**config.mk**
```make
export PLATFORM = sky130hd
export DESIGN_NAME = aes_cbc_dechain
export DESIGN_NICKNAME = d
export VERILOG_FILES = /design/src/rtl/aes_cbc_dechain.sv
export SDC_FILE = /design/constraint.sdc
export NUM_CORES = 1
export LEC_CHECK = 0
export ABC_CLOCK_PERIOD_IN_PS = 31000
export CELL_PAD_IN_SITES_DETAIL_PLACEMENT = 0
export CELL_PAD_IN_SITES_GLOBAL_PLACEMENT = 1
export CORE_AREA = 5 5 263 265
export CTS_BUF_LIST = sky130_fd_sc_hd__clkbuf_8
export CTS_CLUSTER_DIAMETER = 80
export CTS_CLUSTER_SIZE = 20
export DETAILED_ROUTE_END_ITERATION = 16
export DIE_AREA = 0 0 268 270
export PLACE_DENSITY = 0.66
export SYNTH_ARGS = -nofsm -noshare
export SYNTH_HDL_FRONTEND = slang
export SYNTH_SLANG_ARGS = --single-unit
```
**constraint.sdc**
```tcl
create_clock -name clk -period 31 [get_ports clk]
set_input_delay 3.1 -clock clk [delete_from_list [all_inputs] [get_ports clk]]
set_output_delay 3.1 -clock clk [all_outputs]
set_load 0.01 [all_outputs]
```
**src/rtl/aes_cbc_dechain.sv**
```systemverilog
// CBC/ECB un-chaining wrapper around a combinational AES decrypt core.
// One block in flight: accept, settle SETTLE_CYCLES edges, capture, hold output until taken.
module aes_cbc_dechain #(
  parameter int unsigned SETTLE_CYCLES = 2,
  parameter bit          MODE_CBC      = 1'b1
) (
  input  logic         clk,
  input  logic         rst,
  input  logic         iv_load,
  input  logic [0:127] iv,
  input  logic         ct_valid,
  output logic         ct_ready,
  input  logic [0:127] ct_data,
  output logic [0:127] dec_in,
  input  logic [0:127] dec_out,
  output logic         pt_valid,
  input  logic         pt_ready,
  output logic [0:127] pt_data,
  output logic         busy,
  output logic [31:0]  blk_count
);

  typedef enum logic [1:0] {IDLE, SETTLE, OUTPUT} state_e;

  localparam logic [3:0] CNT_INIT = 4'(SETTLE_CYCLES - 1);

  state_e       state_q, state_d;
  logic [3:0]   cnt_q, cnt_d;
  logic [0:127] chain_q, chain_d;
  logic [0:127] ct_q, ct_d;
  logic [0:127] pt_q, pt_d;
  logic         pt_vld_q, pt_vld_d;
  logic [31:0]  blk_q, blk_d;

  always_ff @(posedge clk or posedge rst) begin
    if (rst) begin
      state_q  <= IDLE;
      cnt_q    <= 4'd0;
      chain_q  <= '0;
      ct_q     <= '0;
      pt_q     <= '0;
      pt_vld_q <= 1'b0;
      blk_q    <= 32'd0;
    end else begin
      state_q  <= state_d;
      cnt_q    <= cnt_d;
      chain_q  <= chain_d;
      ct_q     <= ct_d;
      pt_q     <= pt_d;
      pt_vld_q <= pt_vld_d;
      blk_q    <= blk_d;
    end
  end

  always_comb begin
    state_d  = state_q;
    cnt_d    = cnt_q;
    chain_d  = chain_q;
    ct_d     = ct_q;
    pt_d     = pt_q;
    pt_vld_d = pt_vld_q;
    blk_d    = blk_q;
    unique case (state_q)
      IDLE: begin
        // iv_load wins over a simultaneous ct_valid; ct_ready is already low then
        if (iv_load) begin
          chain_d = iv;
          blk_d   = 32'd0;
        end else if (ct_valid) begin
          ct_d    = ct_data;
          cnt_d   = CNT_INIT;
          state_d = SETTLE;
        end
      end
      SETTLE: begin
        if (cnt_q != 4'd0) begin
          cnt_d = cnt_q - 4'd1;
        end else begin
          pt_d     = MODE_CBC ? (dec_out ^ chain_q) : dec_out;
          chain_d  = ct_q;
          pt_vld_d = 1'b1;
          state_d  = OUTPUT;
        end
      end
      OUTPUT: begin
        if (pt_ready) begin
          pt_vld_d = 1'b0;
          blk_d    = blk_q + 32'd1;
          state_d  = IDLE;
        end
      end
      default: state_d = IDLE;
    endcase
  end

  assign ct_ready  = (state_q == IDLE) && !iv_load;
  assign dec_in    = ct_q;
  assign pt_valid  = pt_vld_q;
  assign pt_data   = pt_q;
  assign busy      = (state_q != IDLE);
  assign blk_count = blk_q;

endmodule

```
# After elaboration in Yosys (flattened, before gate mapping)
# Index checks and enable logic that the tools add are counted.
classes:
  add_sub_neg: 2
  eq_ne: 8
  mux: 18
  bitwise: 3
  reduce_logical: 15
op_table:
  columns: ["cell", "count"]
  rows:
  - ["128-bit 2-to-1 mux", 2]
  - ["128-bit case mux with 2 select lines", 1]
  - ["128-bit XOR", 1]
  - ["32-bit 2-to-1 mux", 2]
  - ["32-bit case mux with 2 select lines", 1]
  - ["32-bit by 1-bit adder with 32-bit output, second input constant", 1]
  - ["4-bit 2-to-1 mux", 3]
  - ["2-bit != test, second input constant", 6]
  - ["3-bit AND reduction", 4]
  - ["2-bit 2-to-1 mux", 4]
  - ["4-bit case mux with 2 select lines", 1]
  - ["4-bit AND reduction", 2]
  - ["2-bit nonzero test", 4]
  - ["2-bit case mux with 3 select lines", 1]
  - ["4-bit nonzero test", 1]
  - ["4-bit by 1-bit subtractor with 4-bit output, second input constant", 1]
  - ["2-bit by 1-bit == test with 1-bit output, second input constant", 1]
  - ["2-bit == test, second input constant", 1]
  - ["2-bit logical NOT", 1]
  - ["1-bit 2-to-1 mux", 2]
  - ["1-bit NOT", 2]
  - ["1-bit case mux with 2 select lines", 1]
  - ["2-bit AND reduction", 1]
  - ["1-bit logical AND", 1]
  - ["1-bit logical NOT", 1]
word_totals:
  register_bits: 423
  input_bits: 389
  out_inout_bits: 291
  wordCells: 53

# Logic depth before layout (Yosys ltp)
depth:
  word_depth: 3
  mapped_depth: 10
  mapped_depth_nobuf: 7

# Least setup slack after synthesis
# Ideal clock, no wire load.
synth_path:
  kind: "input-to-output"
  startpoint: "in iv_load"
  endpoint: "out ct_ready"
  arrival_ns: 3.320
  required_time_ns: 27.900
  setup_slack_ns: 24.580
  path_stages: 1
  n_path_buf: 0
  path_cell_list: "nor2_1"
synth_between:
  elab_chain_cells: 2
synth_lines:
  columns: ["item", "line", "text"]
  rows:
  - ["from (decl)", "9", "input logic iv_load,"]
  - ["1-bit logical NOT", "96", "assign ct_ready = (state_q == IDLE) && !iv_load;"]
  - ["1-bit logical AND", "96", null]
  - ["to (decl)", "12", "output logic ct_ready,"]
# Every way passes these cells.

# Worst setup path in the final report
# Ends and elaborated chain as after synthesis.

==> parameters.txt <==
Parameter                              Value

Clocking
  Count of cells resized by post-cts repair    0
  Num CTS Buffers    34
  Count of clock tree sinks    around 420
  Post-CTS Setup Bufs    0
  Hold-fix buffers, CTS    0
  Clock-pin slew of the registers on the worst-case setup and hold paths    90 ps
  Number of buffers on the longest clock path    3
  Clock root buffer    clkbuf_8
  Total number of H-tree levels    2
  Clk_lat worst skew    610 ps
  CTS tree    built

Layout
  Share of layout cells above drive strength 1    0.0369
  Sequential cell area    ~11000 sq um
  Total area of multi-input combinational cells    between 7000 and 8000 sq um
  Final cell count without fillers    between 3000 and 4000
  Total number of nets in the final design    about 2900
  Post-route cell area    about 27000 sq um
  Layout Area Growth over Synthesis    47.1%
  Fillers    ~6600

Die
  I/O Pins    680
  Core Footprint    66600 sq um
  Area of the die    72400 sq um
  Die height    around 270 um
  Placement row count    95
  Die width    268 um
  Effective utilization at floorplan    0.272

Detailed routing
  Wire length per cell    roughly 20 um
  Total Routed Length    between 60 and 70 mm
  Initial detailed-routing violation count    between 700 and 800
  Ratio of routed vias to standard cells    around 4.4
  Amount of wire on met2 after detailed routing    around 34 mm
  Max layer used    met4
  Wire length on met1    27.5 mm
  Amount of wire on met3 after detailed routing    around 3.7 mm
  Number of detailed-route iterations in the first pass    4
  Antenna-violating nets left    0
  Via count    about 15000
  Remaining design rule violation count    0

Place
  # placed instances    ~3300
  Final Wtd Congestion    0.847
  HPWL after detailed placement    50.8 mm
  Post-Place Cell Area    roughly 26000 sq um
  Count of input and output buffers    approximately 680

STA
  Final hold violation count    0
  Measured slew at the worst slew-check pin    between 1000 and 1500 ps
  Final TNS setup    0 ps
  Max-slew violations    0
  Final setup fails    0
  Period Utilization, post-route    0.246
  Peak Freq    between 100 and 150 MHz
  Min cycle time layout    7610 ps
  RSZ-0062 raised after global routing    false
  Worst slew margin relative to its limit    0.282
  Worst Skew    45.2 ps

GRT
  Pin count of the biggest net entering global routing    ~120
  Total grt overflow    0
  Antenna violations before repair    15
  Via count of the first global-routing pass    roughly 15000
  Global-route wire length before repair    99.7 mm
  Global routing usage summed across all routing layers    0.180

Synthesis
  Synthesized cell area    18100 sq um
  Average cell area after synthesis    roughly 9.8 sq um
  YS warnings    0
  Total nets after synthesis    roughly 2200
  Cell type with the largest total area after synthesis    dfrtp_1
  Number of cells produced by synthesis    between 1500 and 2000
  Leading post-synthesis cells by instance count    nand2_1, dfrtp_1, o21ai_0
  Cell variety after synth    40
  FFs w/ async S/R, synth    1.00
  Top cell type's share of synthesized area    0.585
  Most numerous cell in the Yosys netlist    nand2_1
  Most used flip-flop cell after synthesis    dfrtp_1
  Top area cells in the synthesized netlist    dfrtp_1, nand2_1, mux2i_1, o21ai_0, xnor2_1
  Number of synthesized flops with an enable pin    0
  Sequential-to-total area share from yosys stat    0.585
  Register bit count reported by yosys    423

Job
  Max Cap Viol    0

Worst setup path
  Crit end category    output port
  Family with the most delay on the worst path    buffers and inverters
  CP cell instances    clkdlybuf4s50_1, nor2_1, clkdlybuf4s50_1
  R2R setup slack    between 20000 and 30000 ps
  Signal arrival time at the worst endpoint    4510 ps
  Critical Setup Path Class    primary input to output port
  Path depth of the worst reg2reg path    6
  Largest driver fanout on the critical path    3
  Critical Path Max Stage Delay    around 600 ps
  Required @ worst endpoint    between 20000 and 30000 ps
  Category of the worst setup path launch point    primary input
  Slowest cell on the critical path    clkdlybuf4s50_1
  Reg2reg start    state_q[0]$_DFFE_PP0P_
  Worst R2R End    dec_in[67]$_DFFE_PP0P_
  Count of buffering cells on the critical path with inverters included    2
  Most frequent CP cell    clkdlybuf4s50_1

Power and ir drop
  Power per standard cell area    around 94 nW/um^2
  Worst-case vdd ir drop    approximately 0.05 mV
  Static power due to leakage    12.0 nW
  Sum of internal, switching and leakage power    0.00251 W

Min path
  Min-Delay Startpoint    pt_data[41]$_DFFE_PP0P_
  Worst Hold Depth    2
  Path type of the worst min-delay path    register to register
  Hold EP    pt_data[41]$_DFFE_PP0P_

Run status
  Result of the run    completed
[layout make-up]
class / count / share of cell area
diodes: 13 / 0.00122
clock buffers: 38 / 0.0196
well taps: 873 / 0.0410
flip-flops and latches: 423 / 0.397
inverters: 8 / 0.00141
multi-input cells: 1307 / 0.266
repair buffers: 695 / 0.260
clock inverters: 24 / 0.0131
[cells in the final DEF, fill, tap and decap left out, types with 2 or more instances in the layout]
master,netlist,routed
a21oi_1,6,5
and3_1,5,5
and4_1,4,4
buf_4,0,16
bufinv_16,0,6
clkbuf_8,0,38
clkdlybuf4s50_1,0,679
clkinv_2,0,4
clkinv_4,0,3
clkinv_8,0,3
clkinvlp_4,0,2
dfrtp_1,423,423
diode_2,0,13
ha_1,3,3
inv_1,8,8
inv_6,0,4
mux2i_1,128,128
nand2_1,658,656
nand2_4,0,2
nand3_1,9,9
nand4_1,14,14
nand4b_1,2,2
nor2_1,36,36
nor4_1,2,2
o21ai_0,254,254
o21ai_1,7,7
o31ai_1,2,2
or3_1,2,2
or4_1,2,2
xnor2_1,134,134
xor2_1,22,22
[registers in the layout, indices dropped and copies added, names as in the netlist]
register,flops
blk_count,32
chain_q,128
cnt_q,4
dec_in,128
pt_data,128
pt_valid,1
state_q,2
[worst max path at each step]
stage | slack, ps | from | cells past startpoint | end
2_1_floorplan | 16120 | rst | 1 | blk_count[0]$_DFFE_PP0P_
3_3_place_gp | 23390 | iv_load | 3 | ct_ready
3_5_place_dp | 23410 | iv_load | 3 | ct_ready
4_1_cts | 23390 | iv_load | 3 | ct_ready
5_1_grt | 23300 | iv_load | 3 | ct_ready
6_report | 23390 | iv_load | 3 | ct_ready
[worst min-delay path, stage by stage, from the launching register on]
cell     delay, ps
dfrtp_1        350
nand2_1         40
o21ai_0         60
[kinds of logic after synthesis]
group	share of synthesized area
AND/OR/NAND/NOR	0.165
flip-flops	0.585
AO/OA/AOI/OAI	0.0750
XOR/XNOR	0.0755
multiplexers	0.0722
buffers and inverters	0.0252
adder cells (fa/ha/maj)	0.00207
[layer usage]
metal	vias to the layer above	GRT usage
met5	-	0
met1	7024	0.221
met3	102	0.0400
met2	379	0.312
li1	7237	-
met4	0	0.0649
[power by group]
part           switching (W)  internal [W]  leakage (nW)
sequential          0.000180      0.000799          5.28
clock               0.000216      0.000173         0.440
combinational       0.000579      0.000560          6.29
total               0.000974       0.00153          12.0
[stage by stage]
step | setup WS [ps] | hold WS [ps] | util
after global placement | 23390 | 461 | 0.387
after CTS | 23390 | 490 | 0.400
after detailed placement | 23410 | 469 | 0.387
after global routing | 23300 | 514 | 0.400
after floorplan | 16120 | 470 | -
final | 23390 | 483 | 0.400
Note: power is estimated with default switching activity, not from simulation.
